--- src/rtl/axi_write_vector_pkg.sv ---
// Width helpers for axi_write_vector and its beat extractor.
package axi_write_vector_pkg;

  // Width needed to hold a vector length in 0..max_len.
  function automatic int unsigned len_w(input int unsigned max_len);
    return (max_len <= 1) ? 1 : $clog2(max_len + 1);
  endfunction

  // Most beats a vector of max_len bits can need on a w-bit stream (at least one).
  function automatic int unsigned max_beats(input int unsigned max_len, input int unsigned w);
    int unsigned nb;
    nb = (max_len + w - 1) / w;
    return (nb < 1) ? 1 : nb;
  endfunction

  // Width of a beat counter that can also hold the beat count itself.
  function automatic int unsigned beat_w(input int unsigned max_len, input int unsigned w);
    return $clog2(max_beats(max_len, w) + 1);
  endfunction

endpackage

--- src/rtl/day10_pkg.sv ---
// Shared day10 types: beat-ordering direction used by the vector readers and writers.
package day10_pkg;

  typedef enum logic {
    DIR__LEFT,
    DIR__RIGHT
  } dir_t;

endpackage

--- src/rtl/axi_write_vector_if.sv ---
// AXI-Stream link carrying vector beats (tdata/tvalid/tready/tlast).
interface axi_stream_if #(
  parameter int unsigned DATA_W = 8
) ();

  logic [DATA_W-1:0] tdata;
  logic              tvalid;
  logic              tready;
  logic              tlast;

  modport master (output tdata, output tvalid, output tlast, input tready);
  modport slave  (input tdata, input tvalid, input tlast, output tready);

endinterface

--- src/rtl/axi_write_vector_beat_select.sv ---
// vector_beat_select: combinational extractor of beat k of a vector, zero-padded,
// ordered MSB-first (DIR__LEFT) or LSB-first (DIR__RIGHT).
module vector_beat_select
  import day10_pkg::*;
  import axi_write_vector_pkg::*;
#(
  parameter int unsigned MAX_VEC_LENGTH = 8,
  parameter int unsigned AXI_DATA_WIDTH = 8,
  parameter dir_t        DIR            = DIR__LEFT,
  parameter int unsigned LEN_W          = len_w(MAX_VEC_LENGTH),
  parameter int unsigned IDX_W          = beat_w(MAX_VEC_LENGTH, AXI_DATA_WIDTH)
) (
  input  logic [MAX_VEC_LENGTH-1:0] vec_i,
  input  logic [LEN_W-1:0]          len_i,
  input  logic [IDX_W-1:0]          idx_i,
  output logic [AXI_DATA_WIDTH-1:0] beat_o
);

  localparam int unsigned EXT_W = MAX_VEC_LENGTH + AXI_DATA_WIDTH;
  localparam int unsigned SH_W  = $clog2(EXT_W + 1);

  logic [MAX_VEC_LENGTH-1:0] mask_c;
  logic [MAX_VEC_LENGTH-1:0] active_c;
  logic [EXT_W-1:0]          ext_c;
  logic [SH_W-1:0]           len_sh_c;
  logic [SH_W-1:0]           off_c;

  assign len_sh_c = SH_W'(len_i);
  assign off_c    = SH_W'(idx_i) * SH_W'(AXI_DATA_WIDTH);

  // Bits at or above the active length must never reach tdata.
  assign mask_c   = {MAX_VEC_LENGTH{1'b1}} >> (SH_W'(MAX_VEC_LENGTH) - len_sh_c);
  assign active_c = vec_i & mask_c;

  if (DIR == DIR__LEFT) begin : g_left
    // Zero tail below bit 0 supplies the low padding of the final partial beat.
    assign ext_c  = {active_c, {AXI_DATA_WIDTH{1'b0}}};
    assign beat_o = (off_c > len_sh_c) ? '0 : AXI_DATA_WIDTH'(ext_c >> (len_sh_c - off_c));
  end else begin : g_right
    assign ext_c  = {{AXI_DATA_WIDTH{1'b0}}, active_c};
    assign beat_o = AXI_DATA_WIDTH'(ext_c >> off_c);
  end

endmodule

--- src/rtl/axi_write_vector.sv ---
// axi_write_vector: serializes one runtime-length bit vector onto an AXI-Stream master.
// Define AXI_WRITE_VECTOR_ASSERT_EN to compile the protocol assertions.
module axi_write_vector
  import day10_pkg::*;
  import axi_write_vector_pkg::*;
#(
  parameter int unsigned MAX_VEC_LENGTH   = 8,
  parameter int unsigned AXI_DATA_WIDTH   = 8,
  parameter dir_t        WRITE_DIR        = DIR__LEFT,
  parameter int unsigned MAX_VEC_LENGTH_W = len_w(MAX_VEC_LENGTH)
) (
  input  logic                        clk,
  input  logic                        rst_n,
  input  logic                        start,
  input  logic [MAX_VEC_LENGTH_W-1:0] vec_length,
  input  logic                        vec_last,
  input  logic [MAX_VEC_LENGTH-1:0]   vec,
  output logic                        busy,
  output logic                        ready,
  axi_stream_if.master                data_out
);

  localparam int unsigned BEAT_W = beat_w(MAX_VEC_LENGTH, AXI_DATA_WIDTH);

  typedef enum logic [1:0] {
    IDLE,
    SEND,
    DONE
  } state_e;

  state_e                      state_q, state_d;
  logic [MAX_VEC_LENGTH-1:0]   vec_q, vec_d;
  logic [MAX_VEC_LENGTH_W-1:0] len_q, len_d;
  logic                        last_q, last_d;
  logic [BEAT_W-1:0]           nbeats_q, nbeats_d;
  logic [BEAT_W-1:0]           beat_q, beat_d;
  logic                        tvalid_q, tvalid_d;
  logic                        tlast_q, tlast_d;
  logic [AXI_DATA_WIDTH-1:0]   tdata_q, tdata_d;
  logic                        busy_q, busy_d;
  logic                        ready_q, ready_d;

  logic [MAX_VEC_LENGTH_W-1:0] len_clamp_c;
  logic [BEAT_W-1:0]           nbeats_c;
  logic [MAX_VEC_LENGTH-1:0]   sel_vec_c;
  logic [MAX_VEC_LENGTH_W-1:0] sel_len_c;
  logic [BEAT_W-1:0]           sel_idx_c;
  logic [AXI_DATA_WIDTH-1:0]   sel_beat_c;
  logic                        xfer_c;
  logic                        accept_c;

  assign len_clamp_c = (vec_length > MAX_VEC_LENGTH_W'(MAX_VEC_LENGTH))
                     ? MAX_VEC_LENGTH_W'(MAX_VEC_LENGTH) : vec_length;
  // A zero-length vector still occupies one all-zero beat so tlast framing survives.
  assign nbeats_c    = (len_clamp_c == '0) ? BEAT_W'(1)
                     : BEAT_W'((32'(len_clamp_c) + AXI_DATA_WIDTH - 1) / AXI_DATA_WIDTH);
  assign xfer_c      = tvalid_q && data_out.tready;
  assign accept_c    = (state_q == IDLE) && start;

  vector_beat_select #(
    .MAX_VEC_LENGTH (MAX_VEC_LENGTH),
    .AXI_DATA_WIDTH (AXI_DATA_WIDTH),
    .DIR            (WRITE_DIR),
    .LEN_W          (MAX_VEC_LENGTH_W),
    .IDX_W          (BEAT_W)
  ) u_beat_select (
    .vec_i  (sel_vec_c),
    .len_i  (sel_len_c),
    .idx_i  (sel_idx_c),
    .beat_o (sel_beat_c)
  );

  // Next-state logic: the extractor is fed from the inputs in IDLE (beat 0) and
  // from the captured vector otherwise (the beat following the current one).
  always_comb begin
    state_d   = state_q;
    vec_d     = vec_q;
    len_d     = len_q;
    last_d    = last_q;
    nbeats_d  = nbeats_q;
    beat_d    = beat_q;
    tvalid_d  = tvalid_q;
    tlast_d   = tlast_q;
    tdata_d   = tdata_q;
    busy_d    = busy_q;
    ready_d   = 1'b0;
    sel_vec_c = vec_q;
    sel_len_c = len_q;
    sel_idx_c = beat_q + BEAT_W'(1);

    unique case (state_q)
      IDLE: begin
        sel_vec_c = vec;
        sel_len_c = len_clamp_c;
        sel_idx_c = '0;
        if (start) begin
          state_d  = SEND;
          vec_d    = vec;
          len_d    = len_clamp_c;
          last_d   = vec_last;
          nbeats_d = nbeats_c;
          beat_d   = '0;
          tvalid_d = 1'b1;
          tdata_d  = sel_beat_c;
          tlast_d  = vec_last && (nbeats_c == BEAT_W'(1));
          busy_d   = 1'b1;
        end
      end
      SEND: begin
        if (xfer_c) begin
          beat_d = beat_q + BEAT_W'(1);
          if (beat_q == nbeats_q - BEAT_W'(1)) begin
            state_d  = DONE;
            tvalid_d = 1'b0;
            tlast_d  = 1'b0;
            tdata_d  = '0;
            ready_d  = 1'b1;
          end else begin
            tdata_d = sel_beat_c;
            tlast_d = last_q && (beat_q + BEAT_W'(1) == nbeats_q - BEAT_W'(1));
          end
        end
      end
      DONE: begin
        state_d = IDLE;
        busy_d  = 1'b0;
      end
      default: state_d = IDLE;
    endcase
  end

  always_ff @(posedge clk or negedge rst_n) begin
    if (!rst_n) begin
      state_q  <= IDLE;
      vec_q    <= '0;
      len_q    <= '0;
      last_q   <= 1'b0;
      nbeats_q <= '0;
      beat_q   <= '0;
      tvalid_q <= 1'b0;
      tlast_q  <= 1'b0;
      tdata_q  <= '0;
      busy_q   <= 1'b0;
      ready_q  <= 1'b0;
    end else begin
      state_q  <= state_d;
      vec_q    <= vec_d;
      len_q    <= len_d;
      last_q   <= last_d;
      nbeats_q <= nbeats_d;
      beat_q   <= beat_d;
      tvalid_q <= tvalid_d;
      tlast_q  <= tlast_d;
      tdata_q  <= tdata_d;
      busy_q   <= busy_d;
      ready_q  <= ready_d;
    end
  end

  assign data_out.tvalid = tvalid_q;
  assign data_out.tdata  = tdata_q;
  assign data_out.tlast  = tlast_q;
  assign busy            = busy_q;
  assign ready           = ready_q;

`ifdef AXI_WRITE_VECTOR_ASSERT_EN
  logic [BEAT_W-1:0] xfer_cnt_q;

  // Transfers seen since the current vector was accepted.
  always_ff @(posedge clk or negedge rst_n) begin
    if (!rst_n) begin
      xfer_cnt_q <= '0;
    end else if (accept_c) begin
      xfer_cnt_q <= '0;
    end else if (xfer_c) begin
      xfer_cnt_q <= xfer_cnt_q + BEAT_W'(1);
    end
  end

  a_hold_stable: assert property (@(posedge clk) disable iff (!rst_n)
    (data_out.tvalid && !data_out.tready) |=>
      (data_out.tvalid && $stable(data_out.tdata) && $stable(data_out.tlast)));

  a_ready_pulse: assert property (@(posedge clk) disable iff (!rst_n)
    ready |=> !ready);

  a_idle_quiet: assert property (@(posedge clk) disable iff (!rst_n)
    (state_q == IDLE) |-> !data_out.tvalid);

  a_beat_count: assert property (@(posedge clk) disable iff (!rst_n)
    ready |-> (xfer_cnt_q == nbeats_q));
`endif

endmodule

--- src/flat_wrapper.sv ---
// flat-port wrapper written by rule: the top's interface ports become plain ports
module axi_write_vector_flat import day10_pkg::*; import axi_write_vector_pkg::*;
#(
  parameter int unsigned MAX_VEC_LENGTH   = 8,
  parameter int unsigned AXI_DATA_WIDTH   = 8,
  parameter dir_t        WRITE_DIR        = DIR__LEFT,
  parameter int unsigned MAX_VEC_LENGTH_W = len_w(MAX_VEC_LENGTH)
)
  (clk, rst_n, start, vec_length, vec_last, vec, busy, ready, data_out_tdata, data_out_tvalid, data_out_tlast, data_out_tready);
  axi_stream_if #(.DATA_W((8))) data_out_i ();
  input  logic clk;
  input  logic rst_n;
  input  logic start;
  input  logic [MAX_VEC_LENGTH_W-1:0] vec_length;
  input  logic vec_last;
  input  logic [MAX_VEC_LENGTH-1:0] vec;
  output logic busy;
  output logic ready;
  output wire logic [$bits(data_out_i.tdata)-1:0] data_out_tdata;
  output wire logic [$bits(data_out_i.tvalid)-1:0] data_out_tvalid;
  output wire logic [$bits(data_out_i.tlast)-1:0] data_out_tlast;
  input wire logic [$bits(data_out_i.tready)-1:0] data_out_tready;
  assign data_out_tdata = data_out_i.tdata;
  assign data_out_tvalid = data_out_i.tvalid;
  assign data_out_tlast = data_out_i.tlast;
  assign data_out_i.tready = data_out_tready;
  axi_write_vector #(.MAX_VEC_LENGTH(MAX_VEC_LENGTH), .AXI_DATA_WIDTH(AXI_DATA_WIDTH), .WRITE_DIR(WRITE_DIR), .MAX_VEC_LENGTH_W(MAX_VEC_LENGTH_W)) u_core (.clk(clk), .rst_n(rst_n), .start(start), .vec_length(vec_length), .vec_last(vec_last), .vec(vec), .busy(busy), .ready(ready), .data_out(data_out_i));
endmodule
--- config.mk ---
export PLATFORM = sky130hd
export DESIGN_NAME = axi_write_vector_flat
export DESIGN_NICKNAME = d
export VERILOG_FILES = /design/src/rtl/axi_write_vector_pkg.sv /design/src/rtl/day10_pkg.sv /design/src/rtl/axi_write_vector_if.sv /design/src/rtl/axi_write_vector_beat_select.sv /design/src/rtl/axi_write_vector.sv /design/src/flat_wrapper.sv
export SDC_FILE = /design/constraint.sdc
export NUM_CORES = 1
export LEC_CHECK = 0
export ABC_AREA = 1
export CAP_MARGIN = 40
export CORE_ASPECT_RATIO = 1.5
export CORE_MARGIN = 2
export CORE_UTILIZATION = 50
export CTS_BUF_LIST = sky130_fd_sc_hd__clkbuf_4 sky130_fd_sc_hd__clkbuf_8
export CTS_CLUSTER_DIAMETER = 80
export DETAILED_ROUTE_END_ITERATION = 10
export HOLD_SLACK_MARGIN = 0.1
export MAX_ROUTING_LAYER = met4
export PLACE_DENSITY = 0.75
export SETUP_SLACK_MARGIN = 0.15
export SLEW_MARGIN = 20
export SYNTH_ARGS = -nofsm -noshare
export SYNTH_HDL_FRONTEND = slang
export SYNTH_SLANG_ARGS = --single-unit
--- constraint.sdc ---
create_clock -name clk -period 3.6 [get_ports clk]
set_input_delay 0.54 -clock clk [delete_from_list [all_inputs] [get_ports clk]]
set_output_delay 0.54 -clock clk [all_outputs]
set_load 0.02 [all_outputs]
==> results of run 1 <==
-- registers in the layout, indices dropped and copies added (netlist names) --
register and flops:
u_core.busy 1, u_core.ready 1, u_core.data_out.tvalid 1, u_core.data_out.tdata 8, u_core.data_out.tlast 1, u_core.vec_q 8, u_core.nbeats_q 1, u_core.state_q 2
u_core.beat_q 1, u_core.len_q 4, u_core.last_q 1
-- kinds of logic after synthesis --
logic type / Yosys count / share of synthesized area
AO/OA/AOI/OAI: 36 / 0.102
XOR/XNOR: 1 / 0.00462
adder cells (fa/ha/maj): 2 / 0.0132
buffers and inverters: 37 / 0.0798
flip-flops: 29 / 0.383
AND/OR/NAND/NOR: 170 / 0.418
-- per-layer routing --
layer  GRT usage  routed length (microns)  up-vias
met1       0.270                     1840      841
met5           -                        0        -
met2       0.448                     2420       38
met3      0.0393                      128       13
li1            -                        -      953
met4       0.110                      132        0
-- synth_stat cells (2+ instances only) --
cell and count:
dfrtp_1 29, nor2_1 17, o21ai_0 21, clkbuf_1 3, nor2_2 3, nand3_2 2
nand2_4 3, ha_1 2, nand2_1 87, o21ai_1 3, buf_2 4, nand3_1 41
inv_2 3, a21oi_1 7, nand4_1 6, inv_1 25, nand2_2 7
-- worst max-delay path by stage --
stage                        startpoint                  endpoint  cells past startpoint
after CTS                 vec_length[3]  u_core.data_out.tdata[1]                     15
after floorplan           vec_length[3]  u_core.data_out.tdata[7]                     15
after global placement    vec_length[3]  u_core.data_out.tdata[4]                     17
after global routing      vec_length[3]  u_core.data_out.tdata[4]                     17
after detailed placement  vec_length[3]  u_core.data_out.tdata[1]                     15
final                     vec_length[3]  u_core.data_out.tdata[1]                     15
-- report_power, final --
part	total, uW	switching [uW]	internal (uW)
clock	362	129	233
sequential	539	78.8	461
combinational	1790	1200	589
total	2690	1410	1280
-- stage by stage --
| step | hold WS (ns) | worst slack [ns] | total power (uW) | cell area [sq um] | util |
|---|---|---|---|---|---|
| 2_1_floorplan | 0.244 | 1.40 | 1910 | 1900 | - |
| 3_5_place_dp | 0.466 | 0.621 | 2330 | 2220 | 0.608 |
| 6_report | 0.478 | 0.917 | 2690 | 2340 | 0.641 |
| 4_1_cts | 0.484 | 0.910 | 2710 | 2340 | 0.641 |
| 5_1_grt | 0.500 | 0.665 | 2970 | 2340 | 0.641 |
| 3_3_place_gp | 0.463 | 0.632 | 2320 | 2220 | 0.608 |
-- final cells by class --
class,count,area [sq um],area share
clock buffers,7,90.1,0.0385
clock inverters,1,30.0,0.0128
inverters,29,109,0.0465
multi-input cells,209,1020,0.436
flip-flops and latches,29,726,0.310
well taps,43,53.8,0.0230
repair buffers,32,310,0.133
-- critical path: stages --
cell             delay (ns)
clkdlybuf4s50_1        0.48
inv_1                  0.08
nand2_1                0.08
nand2_1                0.06
o21ai_2                0.24
ha_1                   0.32
nand3_1                0.12
nand2_1                0.25
nand2_1                0.12
nand3_1                0.11
nand3_1                0.11
nand3_1                0.14
nand3_1                0.08
nand2_1                0.07
nand2_1                0.05
==> metrics.yaml, run 1 <==
routed_wl_microns: 4520
gp_congestion: 0.931
drt_iter0_drc: 94
max_slew_margin: 0.620
startpoint_type: "primary input"
synthesis.area_sq_mm: 0.00190
grt_overflow: 0
antenna-diode-count: 0
drive_above_1_share: 0.114
yosys_warnings: 0
period_share: 0.745
netlist_instances: 275
yosys.area.top_type_share: 0.383
crit_type: "in2reg"
yosysTopAreaCell: "dfrtp_1"
firstDrtPassIters: 4
avgViaCountPerCell: 5.27
post-cts-setup-buffer-count: 0
clock_latency_ns: 0.29
clk_root_buffer_cell: "clkbuf_8"
final_max_slew_viol_count: 0
fillers: 346
hold_end: "u_core.vec_q[0]"
hpwl_microns: 3460
dieArea_sq_mm: 0.00431
worstRegToRegCells: 13
holdCritPathClass: "reg2reg"
initial_utilization: 0.520
layout.nets: 325
vias: 1845
final_common_cell: "nand2_1"
final.setup.tns_ns: 0
min_period_ns: 2.68
drc: 0
ys_top_cells_by_area: "dfrtp_1 38%, nand2_1 17%, nand3_1 11%"
grt_max_degree: 30
yosys_most_used_dff: "dfrtp_1"
worstPathMaxFanout: 14
cts.sinks: 29
ctsResizeCount: 0
async_flop_share: 1.00
syn_to_final_growth_pct: 23.3
ys_seq_area_frac: 0.383
antenna_found_initial: 0
hold_viol: 0
io_buffers: 28
grt_pass1_vias: 1851
peakVddDrop_mv: 0.706
regToRegEndpoint: "u_core.data_out.tdata[1]"
arrival_ns: 2.87
placeableCoreArea_sq_mm: 0.00365
reg2reg_slack_ns: 1.00
die_h_microns: 79.4
ys_ff_latch: 29
layout_common_cells: "87 x nand2_1, 41 x nand3_1, 29 x dfrtp_1, 28 x clkdlybuf4s50_1, 25 x inv_1"
cts-htree-levels: 2
powerDensity_mw_per_mm2: 1150
die_w_microns: 54.3
fp-row-count: 27
grt_first_pass_wirelength_microns: 7770
cap_violations: 0
detail-route-antenna-nets: 0
synth_nets: 294
worst_pin_slew_ns: 0.569
final_cell_count_no_fill: 350
wire_per_inst_microns: 12.9
synth_edf_count: 0
clk_path_buf_depth: 2
end_kind: "flop"
dpl.cell_count: 342
rsz0062_at_grt: "false"
required_ns: 3.78
holdPathStages: 2
hold_start: "u_core.vec_q[0]"
yosysUniqueCellTypes: 29
fin_worst_skew_ns: 0.00960
numCtsBuffers: 5
pin_count: 29
leakagePower_uw: 0.00117
grt_usage: 0.255
syn_area_per_cell_sq_um: 6.90
r2r-start: "u_core.state_q[0]"
fmax_mhz: 373
setup_violations: 0
outcome: "finished clean"
cts_tree: "built"
clk_pin_slew_ns: 0.07
ctsHoldBuffers: 0
(Power assumes the default switching activity.)
==> run 2, diff against run 1 <==
==> constraint.sdc (replaced) <==
create_clock -name clk -period 2.6 [get_ports clk]
set_input_delay 0.39 -clock clk [delete_from_list [all_inputs] [get_ports clk]]
set_output_delay 0.39 -clock clk [all_outputs]
set_load 0.02 [all_outputs]
==> metrics.yaml, run 2 (synthesized netlist as in run 1, its figures left out) <==
cts.sinks: 29  # unchanged
peakVddDrop_mv: 0.902  # +28%
final_max_slew_viol_count: 0  # unchanged
vias: 1873  # +1.5%
holdCritPathClass: "in2async"
crit_start: "vec_length[3]"
clock_latency_ns: 0.29  # about the same
setup_violations: 0  # unchanged
r2r-start: "u_core.state_q[1]"
powerDensity_mw_per_mm2: 1560  # +36%
firstDrtPassIters: 4  # unchanged
clk_pin_slew_ns: 0.06  # about the same
worstPathMaxFanout: 5  # -9
clk_root_buffer_cell: "clkbuf_8"
cpPeakStageDelay_ns: 0.48  # about the same
gp_congestion: 0.950  # +2.1%
numCtsBuffers: 5  # unchanged
wire_per_inst_microns: 12.1  # -6.6%
p_switching_uw: 1950  # +38%
p_sw_frac: 0.524  # +0.00116
fin_ws_ns: 0.434  # -0.483 ns
crit_end: "u_core.data_out.tdata[7]"
end_kind: "flop"
grt_max_degree: 30  # unchanged
period_share: 0.833
cts-htree-levels: 2  # unchanged
startpoint_type: "primary input"
layout.nets: 334  # +2.8%
grt_pass1_vias: 1773  # -4.2%
dieArea_sq_mm: 0.00431  # unchanged
worstRegToRegCells: 12  # -1
crit_type: "in2reg"
grt_overflow: 0  # unchanged
power_frac_comb: 0.698  # +0.033
drive_above_1_share: 0.142  # +0.0284
multiInputGateArea_sq_mm: 0.00102  # +0.25%
arrival_ns: 2.40  # -0.47 ns
required_ns: 2.83  # -0.95 ns
fmax_mhz: 462
grt_usage: 0.244  # -0.0111
outcome: "finished clean"
grt_first_pass_wirelength_microns: 7430  # -4.4%
max_slew_margin: 0.748  # +0.127
hold_viol: 0  # unchanged
seqPwrFrac: 0.201  # about the same
hpwl_microns: 3180  # -8.1%
final.setup.tns_ns: 0  # unchanged
fin_worst_skew_ns: 0.00892  # -0.000681 ns
clk_path_buf_depth: 2  # unchanged
layout_common_cells: "86 x nand2_1, 41 x nand3_1, 29 x dfrtp_1, 28 x clkdlybuf4s50_1, 25 x inv_1"
placeableCoreArea_sq_mm: 0.00365  # unchanged
dpl.cell_count: 346  # +1.2%
drt_iter0_drc: 91  # -3.2%
die_h_microns: 79.4  # unchanged
fp-row-count: 27  # unchanged
min_period_ns: 2.17
antenna_found_initial: 0  # unchanged
clock_power_share: 0.101  # -0.034
initial_utilization: 0.520  # unchanged
pin_count: 29  # unchanged
reg2reg_slack_ns: 0.45  # -0.55 ns
leakagePower_uw: 0.00120  # +2.6%
final_cell_count_no_fill: 359  # +2.6%
syn_to_final_growth_pct: 25.2
crit_path_top_delay_cell: "clkdlybuf4s50_1"
cap_violations: 0  # unchanged
place_worst_setup_slack_ns: 0.0816  # -0.539 ns
regToRegEndpoint: "u_core.data_out.tdata[6]"
register_area_sq_um: 726  # unchanged
total_power_uw: 3710  # +38%
detail-route-antenna-nets: 0  # unchanged
drc: 0  # unchanged
routed_wl_microns: 4330  # -4.2%
io_buffers: 28  # unchanged
fillers: 335  # -3.2%
path_cells: "clkdlybuf4s50_1 -> inv_1 -> nand2_1 -> nand2_1 -> nand2_4 -> ha_1 -> nand3_1 -> nand2_1 -> o21ai_1 -> nor2_1 -> nand3_1 -> nand3_1 -> nand3_1 -> nand3_1 -> nand2_1 -> nand2_1"
final_common_cell: "nand2_1"
cts_tree: "built"
worst_pin_slew_ns: 0.378  # -0.191 ns
power.internal_uw: 1770  # +38%
die_w_microns: 54.3  # unchanged
antenna-diode-count: 0  # unchanged
avgViaCountPerCell: 5.22  # -1.0%
rsz0062_at_grt: "false"
## run 2: cell count changes in the layout (fill, tap and decap cells not counted)
cell | before | now
buf_4 | 4 | 13
nand2_1 | 87 | 86
nand2_2 | 7 | 8
bufinv_16 | 1 | 0
clkbuf_8 | 6 | 5
clkinv_2 | 0 | 2
## run 2: worst min path at each step
stage,startpoint,to,slack [ns],cells past startpoint
after floorplan,rst_n,u_core.beat_q,0.09,0
after global placement,u_core.data_out.tlast,u_core.data_out.tlast,0.46,2
after detailed placement,u_core.data_out.tdata[3],u_core.data_out.tdata[3],0.46,2
after CTS,u_core.data_out.tdata[3],u_core.data_out.tdata[3],0.48,2
after global routing,u_core.nbeats_q,u_core.nbeats_q,0.51,1
final,rst_n,u_core.vec_q[5],0.48,2
## run 2: metal layers
layer  up-vias  wire length (microns)  part of all wire  global-route usage
li1        976                      -                 -                   -
met1       845                   1890              0.44               0.277
met2        39                   2160              0.50               0.392
met3        13                    154             0.036              0.0562
met4         0                    129             0.030               0.120
met5         -                      0                 0                   -
## run 2: stage by stage
stage | utilization | hold slack, ns | instance area, sq um
finish | 0.651 | 0.477 | 2370
floorplan | - | 0.0944 | 1900
CTS | 0.640 | 0.482 | 2330
detailed placement | 0.616 | 0.464 | 2250
global route | 0.651 | 0.510 | 2370
global placement | 0.616 | 0.462 | 2250
## run 2: critical path: cells and delay by family
| family | cells | cell delay (ns) |
|---|---|---|
| AO/OA/AOI/OAI | 1 | 0.09 |
| adder cells (fa/ha/maj) | 1 | 0.17 |
| buffers and inverters | 2 | 0.56 |
| AND/OR/NAND/NOR | 12 | 1.19 |
## run 2: repair_timing
action | CTS | global route
gates resized for setup | 0 | 1
endpoints found under the setup margin | 0 | 8
setup buffers | 0 | 5
hold buffers | 0 | 0
## run 2: area by class of cell
cell class / count / share of cell area
inverters: 29 / 0.0458
flip-flops and latches: 29 / 0.306
well taps: 43 / 0.0227
multi-input cells: 209 / 0.430
clock buffers: 6 / 0.0321
clock inverters: 2 / 0.00421
repair buffers: 41 / 0.159
## run 2: power by group through the flow
stage	Combinational, uW	Clock (uW)	Sequential (uW)
floorplan	1830	0	815
global placement	2480	0	750
detailed placement	2500	0	754
CTS	2510	382	747
global route	2940	401	773
finish	2590	373	748
==> run 3, diff against run 2 <==
==> constraint.sdc (replaced) <==
create_clock -name clk -period 2.3 [get_ports clk]
set_input_delay 0.345 -clock clk [delete_from_list [all_inputs] [get_ports clk]]
set_output_delay 0.345 -clock clk [all_outputs]
set_load 0.02 [all_outputs]
==> metrics.yaml, run 3 (synthesized netlist as in run 1, its figures left out) <==
rsz0062_at_grt: "true"
routed_wl_microns: 5070  # +17%
placeableCoreArea_sq_mm: 0.00365  # unchanged
avgViaCountPerCell: 5.41  # +3.7%
worstRegToRegCells: 14  # +2
die_h_microns: 79.4  # unchanged
fillers: 283  # -16%
reg2reg_slack_ns: 0.22  # -0.23 ns
grt_overflow: 0  # unchanged
min_period_ns: 2.08
required_ns: 2.52  # -0.31 ns
pin_count: 29  # unchanged
multiInputGateArea_sq_mm: 0.00120  # +18%
wire_per_inst_microns: 13.7  # +13%
hpwl_microns: 3310  # +4.2%
clk_root_buffer_cell: "clkbuf_8"
fp-row-count: 27  # unchanged
path_cells: "nor2_4 -> nand2_2 -> o21ai_4 -> ha_4 -> nand3_2 -> nand2_4 -> nand2_2 -> a21oi_2 -> nand3_2 -> nand3_1 -> nand3_1 -> nand3_1 -> nand2_1 -> nand2_1"
cap_violations: 0  # unchanged
crit_type: "reg2reg"
cts-htree-levels: 2  # unchanged
clk_path_buf_depth: 2  # unchanged
drc: 0  # unchanged
vias: 2007  # +7.2%
grt_first_pass_wirelength_microns: 7440  # about the same
place_area_sq_mm: 0.00230  # +2.3%
setup_violations: 0  # unchanged
outcome: "finished clean"
detail-route-antenna-nets: 0  # unchanged
syn_to_final_growth_pct: 41.4
startpoint_type: "flop"
layout_common_cells: "76 x nand2_1, 28 x dfrtp_1, 27 x clkdlybuf4s50_1, 23 x buf_4"
end_kind: "flop"
hold_viol: 0  # unchanged
regToRegEndpoint: "u_core.data_out.tdata[1]"
layout.nets: 347  # +3.9%
firstDrtPassIters: 4  # unchanged
holdCritPathClass: "in2async"
drt_iter0_drc: 74  # -19%
fin_worst_skew_ns: 0.00429  # -0.00463 ns
gp_congestion: 1.00  # +5.3%
io_buffers: 28  # unchanged
final_max_slew_viol_count: 0  # unchanged
dieArea_sq_mm: 0.00431  # unchanged
fin_area_sq_mm: 0.00268  # +13%
fmax_mhz: 480
die_w_microns: 54.3  # unchanged
antenna_found_initial: 0  # unchanged
clock_latency_ns: 0.28  # about the same
arrival_ns: 2.30  # -0.10 ns
r2r-start: "u_core.state_q[0]"
crit_path_top_delay_cell: "dfrtp_1"
grt_pass1_vias: 1758  # -0.85%
cts.sinks: 29  # unchanged
clk_pin_slew_ns: 0.06  # about the same
worst_pin_slew_ns: 0.519  # +0.141 ns
period_share: 0.906
drive_above_1_share: 0.290  # +0.147
grt_usage: 0.240  # -0.00365
path_common_cell: "nand3_1"
max_slew_margin: 0.651  # -0.0974
initial_utilization: 0.520  # unchanged
register_area_sq_um: 727  # +0.17%
numCtsBuffers: 5  # unchanged
final_common_cell: "nand2_1"
antenna-diode-count: 0  # unchanged
cts_tree: "built"
cpPeakStageDelay_ns: 0.43  # -0.05 ns
worstPathMaxFanout: 5  # unchanged
grt_max_degree: 30  # unchanged
run 3: critical path, delay by kind of cell, from the launching register on:
family / cells / cell delay [ns]
adders and majority gates: 1 / 0.18
and+or+nand+nor: 11 / 1.12
AOI/OAI and AO/OA: 2 / 0.27
DFF: 1 / 0.43
run 3: worst max-delay path by stage:
stage / endpoint / start / cells after the start
floorplan: u_core.data_out.tdata[7] / u_core.state_q[0] / 15
global placement: u_core.data_out.tdata[7] / vec_length[3] / 16
detailed placement: u_core.data_out.tdata[7] / vec_length[3] / 16
CTS: u_core.data_out.tdata[7] / vec_length[3] / 16
global route: u_core.data_out.tdata[1] / u_core.state_q[0] / 14
finish: u_core.data_out.tdata[1] / u_core.state_q[0] / 14
run 3: final cells by class:
type | instances | area share
flip-flops and latches | 29 | 0.271
multi-input cells | 209 | 0.449
repair buffers | 54 | 0.186
well taps | 43 | 0.0201
inverters | 29 | 0.0406
clock buffers | 7 | 0.0336
run 3: per-stage QoR:
step                 util  instances  TNS [ns]  hold slack [ns]  setup slack [ns]
global route        0.735        371         0            0.498            0.0503
floorplan               -        275         0           0.0494             0.159
CTS                 0.658        361         0            0.461             0.154
finish              0.735        371         0            0.455             0.216
global placement    0.631        353    -0.590            0.462            -0.103
detailed placement  0.631        353     -1.17            0.466            -0.172
run 3: per-layer routing:
layer  track usage  share of wire  vias to the layer above
met5             -              0                        -
met4         0.135          0.059                        0
met3        0.0449          0.037                       33
met1         0.276           0.39                      911
li1              -              -                     1003
met2         0.381           0.51                       60
run 3: what timing repair did:
item	4_1_cts	5_1_grt
buffers inserted	1	10
hold buffers	0	0
resized for setup	1	52
setup endpoints to repair	5	8
pin swaps	1	20
Power of run 3 is not shown: default switching activity piles up to over one toggle a cycle in this logic, so the estimate is an artifact.
